## config.mk

```make
export PLATFORM = sky130hd
export DESIGN_NAME = eye_tracker_reg_bank
export DESIGN_NICKNAME = d
export VERILOG_FILES = /design/src/rtl/eye_tracker_reg_bank.sv
export SDC_FILE = /design/constraint.sdc
export NUM_CORES = 1
export LEC_CHECK = 0
export BUFFER_PORTS_ARGS = -buffer_cell sky130_fd_sc_hd__buf_2
export CAP_MARGIN = 20
export CORE_MARGIN = 3
export CORE_UTILIZATION = 49
export CTS_BUF_LIST = sky130_fd_sc_hd__clkbuf_16
export DETAILED_ROUTE_END_ITERATION = 16
export PLACE_DENSITY = 0.71
export SYNTH_ARGS = -nofsm -noshare
export SYNTH_HDL_FRONTEND = slang
export SYNTH_SLANG_ARGS = --single-unit
```

## constraint.sdc

```tcl
create_clock -name CLK -period 1.12 [get_ports CLK]
set_input_delay 0.112 -clock CLK [delete_from_list [all_inputs] [get_ports CLK]]
set_output_delay 0.112 -clock CLK [all_outputs]
set_load 0.02 [all_outputs]
```

## src/rtl/eye_tracker_reg_bank.sv

```systemverilog
// eye_tracker_reg_bank
//   Host-facing control/status register bank for the EyeTracker pipeline.
//   It sits between the UART command decoder and the image pipeline.
//
//   Address map (ADDR_WIDTH-wide word addresses):
//     0            CTRL    bit0 UART_SW, bit1 VGA_OUT_MODE, bit2 SHADOW_EN (R/W)
//     1            STATUS  sticky event bits, write-1-to-clear
//     2            IRQ_EN  per-event interrupt enables (R/W)
//     3            INFO    read-only, returns NUM_THR
//     4..4+NUM_THR-1  THR  pending threshold registers (R/W)
//     any other address is unmapped
//
//   Ports:
//     CLK, RST           clock, synchronous active-high reset
//     iWE, iRE           single-cycle host write / read strobes
//     iADDR, iDATA       host address / write data
//     oRD, oRD_VALID     registered read data + one-cycle valid strobe
//     oADDR_ERR          one-cycle pulse after an unmapped access
//     iFRAME_START       frame boundary pulse (shadow transfer point)
//     iEVENT             event pulses captured into STATUS
//     oIRQ               level interrupt, OR of (STATUS & IRQ_EN)
//     oUART_SW           CTRL bit0
//     oVGA_OUT_MODE      CTRL bit1
//     oTHRESHOLD         active thresholds, channel k at [k*DATA_WIDTH +: DATA_WIDTH]

// One threshold channel: host-written pending value plus the active copy
// that the image pipeline actually sees.
module eye_tracker_thr_chan #(
  parameter int                    DATA_WIDTH = 8,
  parameter logic [DATA_WIDTH-1:0] THR_INIT   = 8'h01
) (
  input  logic                  clk,
  input  logic                  rst,
  input  logic                  we,
  input  logic                  load,
  input  logic [DATA_WIDTH-1:0] wdata,
  output logic [DATA_WIDTH-1:0] pend,
  output logic [DATA_WIDTH-1:0] act
);

  // act samples the pre-edge pend, so a write landing on a load edge
  // is only picked up by the following load.
  always_ff @(posedge clk) begin
    if (rst) begin
      pend <= THR_INIT;
      act  <= THR_INIT;
    end else begin
      if (we)   pend <= wdata;
      if (load) act  <= pend;
    end
  end

endmodule

module eye_tracker_reg_bank #(
  parameter int                    DATA_WIDTH = 8,
  parameter int                    ADDR_WIDTH = 4,
  parameter int                    NUM_THR    = 4,
  parameter int                    EVT_WIDTH  = 4,
  parameter logic [DATA_WIDTH-1:0] THR_INIT   = 8'h01
) (
  input  logic                          CLK,
  input  logic                          RST,
  input  logic                          iWE,
  input  logic                          iRE,
  input  logic [ADDR_WIDTH-1:0]         iADDR,
  input  logic [DATA_WIDTH-1:0]         iDATA,
  output logic [DATA_WIDTH-1:0]         oRD,
  output logic                          oRD_VALID,
  output logic                          oADDR_ERR,
  input  logic                          iFRAME_START,
  input  logic [EVT_WIDTH-1:0]          iEVENT,
  output logic                          oIRQ,
  output logic                          oUART_SW,
  output logic                          oVGA_OUT_MODE,
  output logic [NUM_THR*DATA_WIDTH-1:0] oTHRESHOLD
);

  localparam logic [2:0] CTRL_RST = 3'b110;

  logic [2:0]                           ctrl;
  logic [EVT_WIDTH-1:0]                 status;
  logic [EVT_WIDTH-1:0]                 irq_en;
  logic [EVT_WIDTH-1:0]                 status_clr;
  logic [NUM_THR-1:0][DATA_WIDTH-1:0]   pend_q;
  logic [NUM_THR-1:0][DATA_WIDTH-1:0]   act_q;
  logic [NUM_THR-1:0]                   thr_we;
  logic                                 sel_ctrl, sel_status, sel_irq_en, sel_info;
  logic                                 thr_hit, mapped, shadow_load;
  logic [DATA_WIDTH-1:0]                rd_mux;

  assign sel_ctrl   = (iADDR == ADDR_WIDTH'(0));
  assign sel_status = (iADDR == ADDR_WIDTH'(1));
  assign sel_irq_en = (iADDR == ADDR_WIDTH'(2));
  assign sel_info   = (iADDR == ADDR_WIDTH'(3));

  // Threshold decode and read mux. Unmapped addresses fall through to 0,
  // which is exactly what an unmapped read must return.
  always_comb begin
    thr_hit = 1'b0;
    thr_we  = '0;
    rd_mux  = '0;
    if (sel_ctrl)   rd_mux = DATA_WIDTH'(ctrl);
    if (sel_status) rd_mux = DATA_WIDTH'(status);
    if (sel_irq_en) rd_mux = DATA_WIDTH'(irq_en);
    if (sel_info)   rd_mux = DATA_WIDTH'(NUM_THR);
    for (int k = 0; k < NUM_THR; k++) begin
      if (iADDR == ADDR_WIDTH'(4 + k)) begin
        thr_hit   = 1'b1;
        thr_we[k] = iWE;
        rd_mux    = pend_q[k];
      end
    end
  end

  assign mapped     = sel_ctrl | sel_status | sel_irq_en | sel_info | thr_hit;
  assign status_clr = (iWE && sel_status) ? iDATA[EVT_WIDTH-1:0] : '0;

  // With shadowing off the active copy tracks pending one cycle behind.
  assign shadow_load = ctrl[2] ? iFRAME_START : 1'b1;

  generate
    for (genvar k = 0; k < NUM_THR; k++) begin : g_thr
      eye_tracker_thr_chan #(
        .DATA_WIDTH (DATA_WIDTH),
        .THR_INIT   (THR_INIT)
      ) u_chan (
        .clk   (CLK),
        .rst   (RST),
        .we    (thr_we[k]),
        .load  (shadow_load),
        .wdata (iDATA),
        .pend  (pend_q[k]),
        .act   (act_q[k])
      );
    end
  endgenerate

  always_ff @(posedge CLK) begin
    if (RST) begin
      ctrl      <= CTRL_RST;
      status    <= '0;
      irq_en    <= '0;
      oRD       <= '0;
      oRD_VALID <= 1'b0;
      oADDR_ERR <= 1'b0;
    end else begin
      if (iWE && sel_ctrl)   ctrl   <= iDATA[2:0];
      if (iWE && sel_irq_en) irq_en <= iDATA[EVT_WIDTH-1:0];
      // Event set wins over a same-cycle W1C clear.
      status    <= (status & ~status_clr) | iEVENT;
      // rd_mux reflects pre-edge state, so a same-cycle write is not seen.
      if (iRE) oRD <= rd_mux;
      oRD_VALID <= iRE;
      oADDR_ERR <= (iWE | iRE) & ~mapped;
    end
  end

  assign oIRQ          = |(status & irq_en);
  assign oUART_SW      = ctrl[0];
  assign oVGA_OUT_MODE = ctrl[1];
  assign oTHRESHOLD    = act_q;

endmodule

```

==> results.md <==
Detailed routing:
- In the final routed layout, each cell accounts on average for 15.7 um.
- For this block, the via count after detailed routing is 3188.
- The post-detailed-routing wire length is 9.49 mm.
- The ratio of routed vias to standard cells is 5.28.
- The number of nets still failing antenna checks after routing is 0.
- Before antenna repair, the detailed router went through 5 iterations.
- The remaining design rule violation count is 0.
- After the first detailed-routing iteration, the DRC count stood at 268.

STA:
- The worst relative slew slack is 83.2%.
- Timing would allow up to 0.806 GHz.
- Summed over all failing endpoints, the final setup total negative slack is -0.195 ns.
- Setup repair after global routing could not meet its margin everywhere.
- Setup slack on the critical path of the routed design comes to -0.120 ns.
- Of the available clock period, the critical path in the final layout requires 111%.
- The number of setup violations in the final report is 2.
- The worst hold-check slack is 0.0105 ns.
- The post-route clock skew is 0.00805 ns.
- For the pin with the worst max-slew slack, the measured transition is 0.245 ns.
- The time the final worst path needs with I/O delays and setup is 1.24 ns.
- The number of slew-limit violations in the final report is 0.
- The count of endpoints failing hold in the final timing report is 0.

Worst setup path:
- In this run the worst path has a maximum fanout of 2.
- The data required time of the critical path is 1.01 ns.
- The critical path is of the register to output pin type.
- The data arrival time of the worst path is 1.13 ns.
- The type of origin of the critical path is a register.
- The sort of element at the end of the critical path is an output pin.
- The number of cells traversed by the worst register-to-register path is 4.

Power:
- The proportion of power drawn by combinational gates is 9.5%.
- Summed over all cells, the static leakage comes to 1.98 nW.
- The maximum VDD drop is 1.01 mV.
- Internal power comes to 5.34 mW.
- The proportion of power drawn by the clock network is 45.6%.
- Of the total power, registers draw 44.9%.
- In this run the power spent charging and discharging nets is 1.63 mW.
- The share of total power consumed by net switching is 23.4%.
- The power density over the cells is 1500 nW/um2.

Clock network:
- CTS placed an instance of clkbuf_16 at the clock tree root.
- The clock latency at the later pin of the worst-skew pair is 0.34 ns.
- In this run the number of H-tree levels came out at 3.
- The maximum clock insertion buffer count is 2.
- The clock drives 85 sinks.
- The register clock-pin slew on the reported worst setup and hold paths is 0.06 ns.
- TritonCTS built the clock tree.
- The number of clock buffers added by TritonCTS is 9.

Cells and area:
- The count of cells in the finished layout, fillers not included, comes to 604.
- The final design utilization is 70.5%.
- The net count of the finished layout is 527.
- 0 antenna diodes ended up in the layout.
- The fraction of layout instances using a drive strength above 1 is 29.0%.
- The post-synthesis to final-layout area growth is 34.6%.

Die:
- The starting density of the core is 52.4%.
- In this run the vertical extent of the chip is 90.0 um.
- The die covers 8100 um2.
- The core region is 6600 um2.
- In this run the count of I/O pins placed on the die edge is 66.
- The die boundary width is 90.0 um.
- The cell row count is 29.

Global route:
- The number of antenna violations at the first check in global routing came to 0.
- The first-pass GRT wire length is 15.2 mm.
- The global-route usage over all layers is 23.2%.
- The number of global-route vias before repair is 3049.
- Entering global routing, the biggest net connects 60 pins.
- The remaining global-route overflow is 0.

Synthesis:
- The flip-flop cell with the highest count after synthesis is dfxtp_1.
- Ranked by total cell area, the synthesized netlist is headed by dfxtp_1, nand2_1, mux2i_1.
- Of all cell types, the one taking the most synthesized area is dfxtp_1.
- Counting instances in the post-synthesis netlist gives the leading cell types as dfxtp_1, nand2_1, a21oi_1.
- The number of enable flip-flop cells after synthesis is 0.
- The cell count after synthesis came out at 403.
- The number of warnings reported in the yosys synthesis log is 0.
- The share of the Yosys chip area taken by registers is 49.2%.
- In this run, distinct cell masters in the synthesized netlist total 35.
- The share of Yosys cell area claimed by the top area cell type is 49.2%.
- The share of async-settable or async-resettable flops after synthesis is 0%.
- The most frequent cell after synthesis is dfxtp_1.
- The number of flip-flops and latches in the synthesized netlist is 85.
- The synthesized area per cell is 8.58 um2.
- After synthesis the cells add up to 3460 um2.
- The number of nets in the synthesized netlist is 424.

Placed design:
- The number of buffer cells added on primary ports is 65.
- The cell count after placement is 582.
- Once detailed placement completed, the half-perimeter wirelength came to 6.67 mm.
- The congestion estimate from routability-driven global placement came to 0.857.
- The minimum setup slack after placement is -0.183 ns.

Hold path:
- The class of the tightest hold or removal check is input pin to register.
- The cell depth of the worst min-delay path is 2.

Run status:
- The run finished, with violations left.
- The final reports fail on negative setup slack.

Run:
- The max-capacitance violation count is 0.
==> kinds of logic (layout without fill, tap and decap cells) <==
logic type / Yosys count / count (layout) / synth area share, %
AO/OA/AOI/OAI: 88 / 88 / 15.5
buffers and inverters: 30 / 138 / 4.23
flip-flops: 85 / 85 / 49.2
multiplexers: 29 / 29 / 8.39
AND/OR/NAND/NOR: 171 / 171 / 22.7
==> metal layers <==
metal  GRT usage, %  up-vias  wire [um]
met5              0        -          0
li1               -     1599          -
met3           4.01       12        674
met2           35.9      110       4280
met1           32.1     1467       4410
met4           9.44        0        136
==> worst max-delay path, stage by stage, from the launching register on <==
cell     delay, ns
dfxtp_2       0.32
buf_6         0.11
a22oi_2       0.14
nand2_1       0.09
buf_6         0.13
==> through the flow <==
step	cell area (um2)	power, mW
2_1_floorplan	3470	3.51
3_3_place_gp	4200	3.79
3_5_place_dp	4200	3.80
4_1_cts	4610	6.98
5_1_grt	4660	7.21
6_report	4660	6.97
==> area by class of cell <==
class / instances / area [um2]
clock buffer: 9 / 225
clock inverter: 7 / 100
fill: 543 / 1950
inverter: 1 / 3.75
multi-input combinational: 288 / 1660
sequential: 85 / 1710
tap: 93 / 116
timing repair buffer: 121 / 847
==> sequential cells by signal, indices dropped and copies added (netlist names) <==
register	flops
ctrl	3
oADDR_ERR	1
g_thr.u_chan.act	32
g_thr.u_chan.pend	32
oRD_VALID	1
oRD	8
irq_en	4
status	4
==> power by group through the flow <==
stage | registers [mW] | logic [mW] | clock network [mW]
global route | 3.14 | 0.722 | 3.35
finish | 3.13 | 0.665 | 3.18
floorplan | 3.22 | 0.288 | 0
global placement | 3.19 | 0.602 | 0
CTS | 3.13 | 0.638 | 3.22
detailed placement | 3.19 | 0.610 | 0
==> cell usage in the layout, fill, tap and decap left out, drive strengths merged, types with 2 or more instances in the layout <==
cell,n
o21ai,6
nand3,18
clkinv,2
o2bb2ai,5
a21o,3
nand3b,6
o221ai,3
dfxtp,85
buf,117
nor2b,8
o22ai,2
and2b,2
a211o,5
inv,3
nor3b,6
mux2i,29
a22oi,6
dlygate4sd3,3
nor2,34
a211oi,4
nand2,83
clkbuf,10
bufinv,2
a21oi,51
nand2b,5
and3,4
==> worst paths after layout <==
| path | start | endpoint | slack (ns) |
|---|---|---|---|
| hold / removal | RST | oRD_VALID | 0.01 |
| setup / recovery | status[2] | oIRQ | -0.12 |
| hold reg to reg | g_thr[3].u_chan.act[5] | g_thr[3].u_chan.act[5] | 0.45 |
| setup reg to reg | g_thr[0].u_chan.pend[3] | oRD[3] | -0.08 |
==> timing repair <==
action / 4_1_cts / 5_1_grt
hold buffers: 3 / 0
endpoints found under the hold margin: 3 / 0
pin swaps: 7 / 2
gates cloned: 0 / 1
setup buffers: 2 / 0
resized for setup: 8 / 7
setup endpoints to repair: 3 / 13
Note: power is estimated with default switching activity, not from simulation.
